==> src/rtl/cv32e40p_instr_aligner.sv <==
// cv32e40p_instr_aligner: splits word-aligned fetch words into RVC/32-bit instructions with PC tracking; optional CV32E40P_ALIGNER_HWLP_EN adds hardware-loop redirects
module cv32e40p_instr_aligner #(
    parameter logic [31:0] BOOT_ADDR = 32'h0000_0000
) (
    input  logic        clk,
    input  logic        rst,
    input  logic        fetch_valid_i,
    output logic        fetch_ready_o,
    input  logic [31:0] fetch_rdata_i,
    output logic        instr_valid_o,
    input  logic        instr_ready_i,
    output logic [31:0] instr_aligned_o,
    output logic        instr_is_rvc_o,
    output logic [31:0] pc_o,
`ifdef CV32E40P_ALIGNER_HWLP_EN
    input  logic        hwlp_jump_i,
    input  logic [31:0] hwlp_target_i,
`endif
    input  logic        branch_i,
    input  logic [31:0] branch_addr_i
);
    typedef enum logic [1:0] {ALIGNED, MISALIGNED, BRANCH_MISALIGNED} state_e;
    state_e      state_q, state_d, nxt_state;
    logic [31:0] pc_q, pc_d, pc_inc;
    logic [15:0] res_q, res_d, nxt_res;
    logic        valid, uses_word, bubble, xfer, advance;
    // decode the current half-word pair, then commit on transfer, bubble, loop jump or branch
    always_comb begin
        valid           = fetch_valid_i;
        uses_word       = 1'b1;
        bubble          = 1'b0;
        nxt_state       = state_q;
        nxt_res         = res_q;
        pc_inc          = 32'd4;
        instr_aligned_o = fetch_rdata_i;
        instr_is_rvc_o  = 1'b0;
        case (state_q)
            MISALIGNED: begin
                if (res_q[1:0] != 2'b11) begin
                    valid           = 1'b1;
                    uses_word       = 1'b0;
                    instr_aligned_o = {16'b0, res_q};
                    instr_is_rvc_o  = 1'b1;
                    pc_inc          = 32'd2;
                    nxt_state       = ALIGNED;
                end else begin
                    instr_aligned_o = {fetch_rdata_i[15:0], res_q};
                    nxt_res         = fetch_rdata_i[31:16];
                end
            end
            BRANCH_MISALIGNED: begin
                instr_aligned_o = {16'b0, fetch_rdata_i[31:16]};
                instr_is_rvc_o  = 1'b1;
                pc_inc          = 32'd2;
                nxt_state       = ALIGNED;
                if (fetch_rdata_i[17:16] == 2'b11) begin
                    valid     = 1'b0;
                    bubble    = 1'b1;
                    pc_inc    = 32'd0;
                    nxt_state = MISALIGNED;
                    nxt_res   = fetch_rdata_i[31:16];
                end
            end
            default: begin
                if (fetch_rdata_i[1:0] != 2'b11) begin
                    instr_aligned_o = {16'b0, fetch_rdata_i[15:0]};
                    instr_is_rvc_o  = 1'b1;
                    pc_inc          = 32'd2;
                    nxt_state       = MISALIGNED;
                    nxt_res         = fetch_rdata_i[31:16];
                end
            end
        endcase
        instr_valid_o = valid && !branch_i && !rst;
        xfer          = instr_valid_o && instr_ready_i;
        advance       = xfer || (bubble && fetch_valid_i && !branch_i && !rst);
        fetch_ready_o = uses_word && advance;
        pc_o          = pc_q;
        state_d       = advance ? nxt_state : state_q;
        pc_d          = advance ? pc_q + pc_inc : pc_q;
        res_d         = advance ? nxt_res : res_q;
`ifdef CV32E40P_ALIGNER_HWLP_EN
        if (xfer && hwlp_jump_i) begin
            pc_d    = hwlp_target_i;
            state_d = hwlp_target_i[1] ? BRANCH_MISALIGNED : ALIGNED;
            res_d   = 16'b0;
        end
`endif
        if (branch_i) begin
            pc_d    = branch_addr_i;
            state_d = branch_addr_i[1] ? BRANCH_MISALIGNED : ALIGNED;
            res_d   = 16'b0;
        end
    end
    // state, residue and PC registers with synchronous reset
    always_ff @(posedge clk) begin
        if (rst) begin
            state_q <= ALIGNED;
            pc_q    <= BOOT_ADDR;
            res_q   <= 16'b0;
        end else begin
            state_q <= state_d;
            pc_q    <= pc_d;
            res_q   <= res_d;
        end
    end
endmodule

==> config.mk <==
export PLATFORM = sky130hd
export DESIGN_NAME = cv32e40p_instr_aligner
export DESIGN_NICKNAME = d
export VERILOG_FILES = /design/src/rtl/cv32e40p_instr_aligner.sv
export SDC_FILE = /design/constraint.sdc
export NUM_CORES = 1
export LEC_CHECK = 0
export BUFFER_PORTS_ARGS = -buffer_cell sky130_fd_sc_hd__buf_2
export CAP_MARGIN = 10
export CORE_UTILIZATION = 35
export DETAILED_ROUTE_END_ITERATION = 16
export PLACE_DENSITY = 0.58
export SYNTH_ARGS = -nofsm -noshare
export SYNTH_HDL_FRONTEND = slang
export SYNTH_SLANG_ARGS = --single-unit
==> constraint.sdc <==
create_clock -name clk -period 7.79 [get_ports clk]
set_input_delay 1.558 -clock clk [delete_from_list [all_inputs] [get_ports clk]]
set_output_delay 1.558 -clock clk [all_outputs]
set_load 0.005 [all_outputs]
# --- Word level (Yosys, flattened, before mapping) ---
# Index checks and enable logic that the tools add are counted.
totals:
  register_bits: 50
  output_inout_bits: 67
op_classes:
  add_sub_neg: 1
  n_eq_ne: 8
  n_mux: 30
  n_reduce_logical: 16
op_table:
  columns: ["cell", "n"]
  rows:
  - ["32-bit 2-to-1 mux", 4]
  - ["32-bit one-hot mux with 2 select lines", 2]
  - ["16-bit 2-to-1 mux", 3]
  - ["32-bit adder", 1]
  - ["16-bit one-hot mux with 2 select lines", 1]
  - ["2-bit 2-to-1 mux", 6]
  - ["1-bit 2-to-1 mux", 9]
  - ["2-bit inequality test, second input constant", 4]
  - ["1-bit logical AND", 7]
  - ["3-bit 2-to-1 mux", 2]
  - ["2-bit equality test, second input constant", 2]
  - ["1-bit one-hot mux with 2 select lines", 2]
  - ["2-bit one-hot mux with 2 select lines", 1]
  - ["4-bit AND reduction", 1]
  - ["4-bit nonzero test", 1]
  - ["3-bit inequality test, second input constant", 1]
  - ["3-bit AND reduction", 1]
  - ["3-bit nonzero test", 1]
  - ["2-bit by 1-bit equality test with 1-bit output, second input constant", 1]
  - ["1-bit zero test", 2]
  - ["2-bit nonzero test", 1]
  - ["2-bit OR reduction", 1]
  - ["1-bit logical OR", 1]

# --- Longest topological paths before layout ---
logic_depth:
  depth_word: 9
  depth_mapped: 15
  ltp_nobuf: 11

# --- Least setup slack after synthesis ---
# OpenSTA, ideal clock, no wires.
synth_timing:
  kind: "input to output"
  from: "input port fetch_rdata_i[17]"
  to: "output port fetch_ready_o"
  arrival_time_ns: 2.592
  required_ns: 6.232
  setup_slack_ns: 3.640
  stages: 6
  n_path_buf: 2
  path_cell_list: "nand2_1 > a211oi_2 > o31a_4 > buf_6 > buf_2 > a211oi_1"
synth_via:
  elab_chain_len: 8
  elab_cells_between_ends: 13
synth_lines:
  columns: ["item", "line_no", "rtl"]
  rows:
  - ["from (decl)", "9", "input logic [31:0] fetch_rdata_i,"]
  - ["2-bit equality test *", "56", "if (fetch_rdata_i[17:16] == 2'b11) begin"]
  - ["1-bit 2-to-1 mux", "56", null]
  - ["1-bit one-hot mux with 2 select lines or 1-bit 2-to-1 mux (tied branches)", "37", "case (state_q)"]
  - ["1-bit logical AND, on equally long branches (2 in series)", "74, 76", null]
  - ["1-bit logical AND, on equally long branches", "75, 76", null]
  - ["1-bit logical OR *", "76", "advance = xfer || (bubble && fetch_valid_i && !branch_i && !rst);"]
  - ["1-bit logical AND *", "77", "fetch_ready_o = uses_word && advance;"]
  - ["to (decl)", "8", "output logic fetch_ready_o,"]
# Every way passes the cells marked *; elsewhere a longest branch is shown, timed or not.

# --- Worst setup path after layout ---
layout_timing:
  from: "register state_q[0]"
  to: "output port fetch_ready_o"
layout_via:
  elab_chain_len: 7
  elab_cells_between_ends: 13
layout_lines:
  columns: ["item", "line_no", "rtl"]
  rows:
  - ["from (decl)", "23", "state_e state_q, state_d, nxt_state;"]
  - ["from (signal assigned)", "102", "state_q <= state_d;"]
  - ["2-bit equality test or 2-bit by 1-bit equality test with 1-bit output (tied branches)", "37", null]
  - ["1-bit one-hot mux with 2 select lines or 1-bit 2-to-1 mux (tied branches)", "37", null]
  - ["1-bit logical AND, on equally long branches (2 in series)", "74, 76", null]
  - ["1-bit logical AND, on equally long branches", "75, 76", null]
  - ["1-bit logical OR", "76", null]
  - ["1-bit logical AND *", "77", null]
# Marked as above.

==> results.ini <==
[worst_setup_path]
start_kind=flop
critical_path.slowest_cell=ha_1
critPathMaxStageDelay_ps=960
timing.rr.end=pc_o[5]
cp.required_ps=6230
path_max_fanout=62
crit_chain=inv_1, ha_1, inv_2, a31oi_1, o31a_4, a211oi_1, buf_2
crit_end=fetch_ready_o
r2r_start=state_q[0]
cp-end-kind=output pin
reg2regPathDepth=11
cp.arrival_ps=3210
ff2ff_setup_slack_ps=3870
path_class=flop to output pin
startpoint=state_q[0]

[run_status]
status=finished, final reports clean

[final_layout]
final_cell_mix=135 x buf_2, 50 x dfxtp_1, 38 x o21ai_0
diodes=0
final_nets=630
final_common_cell=buf_2
fin_util_pct=43.6
drive_gt1_share_pct=30.0
areaGrowthSynthToFinish_pct=20.8
final_cell_area_mm2=0.00424
nFillCells=1033

[floorplanning]
dieWidth_um=102
core_mm2=0.00973
initial_utilization_pct=36.1
die_y_um=102
die_area_mm2=0.0104
num_rows=36
boundaryPins=136

[global_routing]
grt_pass1_vias=3546
antenna_found_initial=0
grt_pass1_wl_um=17700
grt_use_total_pct=21.4
grt_max_degree=63
grt_overflow=0

[cts]
cts-hold-fix-buffers=0
clkSinkCount=50
cts_tree=yes
cts_htree_levels=2
post_cts_buffers=0
numCtsBuffers=5
cts.clk_slew.worst_paths_ps=100
cts_root_buf=clkbuf_8
cts_buffer_depth=2
clock_latency_ps=310
cts_resized=0

[drt]
dr.pass1.iters=5
drc_errors=0
antenna_left=0
wl_um=11300
vias=3972
routedWlPerCell_um=16.5
viasPerCell=5.78
drt_iter0_drc=216

[synth]
ys_types=65
synth.cell_area_mm2=0.00351
avgSynthCellArea_um2=7.83
synthCells=448
yosysWarningCount=0
synth_flop_cell=dfxtp_1
yosys_register_bits=50
synth_edf_count=0
synthArstFlopShare_pct=0
synth_seq_area_share_pct=28.5
syn_nets=524

[timing]
finalClockSkew_ps=11.6
final-hold-violation-count=0
rsz0062_at_grt=no
slew_headroom_pct=32.6
finalCriticalPeriod_ps=4760
final.period_utilization_pct=61.2
fmax_mhz=210
maxSlewViolCount=0
worst_pin_slew_ps=1010
finalSetupViolCount=0
setup_tns_ps=0

[pwr]
vdd_drop_max_mv=0.0707
powerDensity_mw_per_mm2=138
power_uw=586
p_leak_nw=1.75

[placed_design]
hpwl_um=8000
portBuffers=135
place_congestion=0.848
placed_area_mm2=0.00416

[run]
maxCapViolations=0

[hold_path]
hold_start=res_q[14]
hp-class=flop to flop

-- flip-flops by register name, summed over array words and instances, names as in the netlist --
name,flops
pc_o,32
res_q,16
state_q,2
-- worst max-delay path: cells and delay by family (launching register included) --
family	cells	cell delay, ps
buf+inv	3	330
compound gates	3	1190
flops	1	400
fa+ha+maj	1	960
-- area by class of cell --
type	count	area (um2)	share of cell area (%)
multi-input cells	337	2210	52.1
flip-flops and latches	50	1000	23.6
repair buffers	139	706	16.6
well taps	133	166	3.92
inverters	21	78.8	1.86
clock buffers	5	68.8	1.62
clock inverters	2	10.0	0.236
-- per-stage QoR --
stage	setup slack [ps]	hold WS (ps)	std cells
final	3030	479	687
after global routing	2790	503	687
after CTS	3050	481	687
after detailed placement	3170	467	680
after global placement	3210	460	680
after floorplan	3640	454	448
-- cells by family after synthesis --
kind of cell | Yosys count | synth area share [%]
buffers and inverters | 61 | 8.77
flip-flops | 50 | 28.5
multiplexers | 1 | 0.285
AO/OA/AOI/OAI | 164 | 34.3
adder cells (fa/ha/maj) | 7 | 2.71
AND/OR/NAND/NOR | 165 | 25.4
-- worst min path at each step --
stage                            to  slack (ps)  cells after the start
after global placement     res_q[9]         460                      2
after floorplan           res_q[10]         450                      2
final                     res_q[14]         480                      2
after CTS                 res_q[12]         480                      2
after detailed placement  res_q[12]         470                      2
after global routing      res_q[14]         500                      2
-- report_power, final --
group	switching, mW	total (mW)	internal [mW]	leakage [nW]
Sequential	0.0174	0.287	0.269	0.411
Clock	0.0917	0.152	0.0607	0.0438
Combinational	0.0849	0.147	0.0622	1.29
Total	0.194	0.586	0.392	1.75
-- cells in the mapped netlist, drive strengths merged, types with 7 or more instances --
| library cell | number | area share, % |
|---|---|---|
| a22oi | 17 | 3.6 |
| nor3 | 7 | 1.3 |
| buf | 13 | 2.2 |
| nand3 | 29 | 4.4 |
| a2111oi | 10 | 3.1 |
| inv | 21 | 2.2 |
| o31a | 11 | 3.0 |
| nor2 | 35 | 3.7 |
| a22o | 16 | 4.0 |
| a311oi | 14 | 3.5 |
| o31ai | 7 | 1.6 |
| dfxtp | 50 | 29 |
| nand4 | 11 | 2.0 |
| nor4 | 10 | 2.0 |
| a21oi | 24 | 3.4 |
| o21ai | 39 | 5.6 |
| nand2 | 37 | 4.2 |
| clkbuf | 27 | 4.3 |
-- metal layers --
layer | global-route usage (%) | share of wire (%)
met2 | 33.4 | 46
met3 | 3.56 | 4.8
met1 | 30.4 | 48
met4 | 5.82 | 1.2
met5 | 0 | 0
Power figures use the tool's default switching activity.
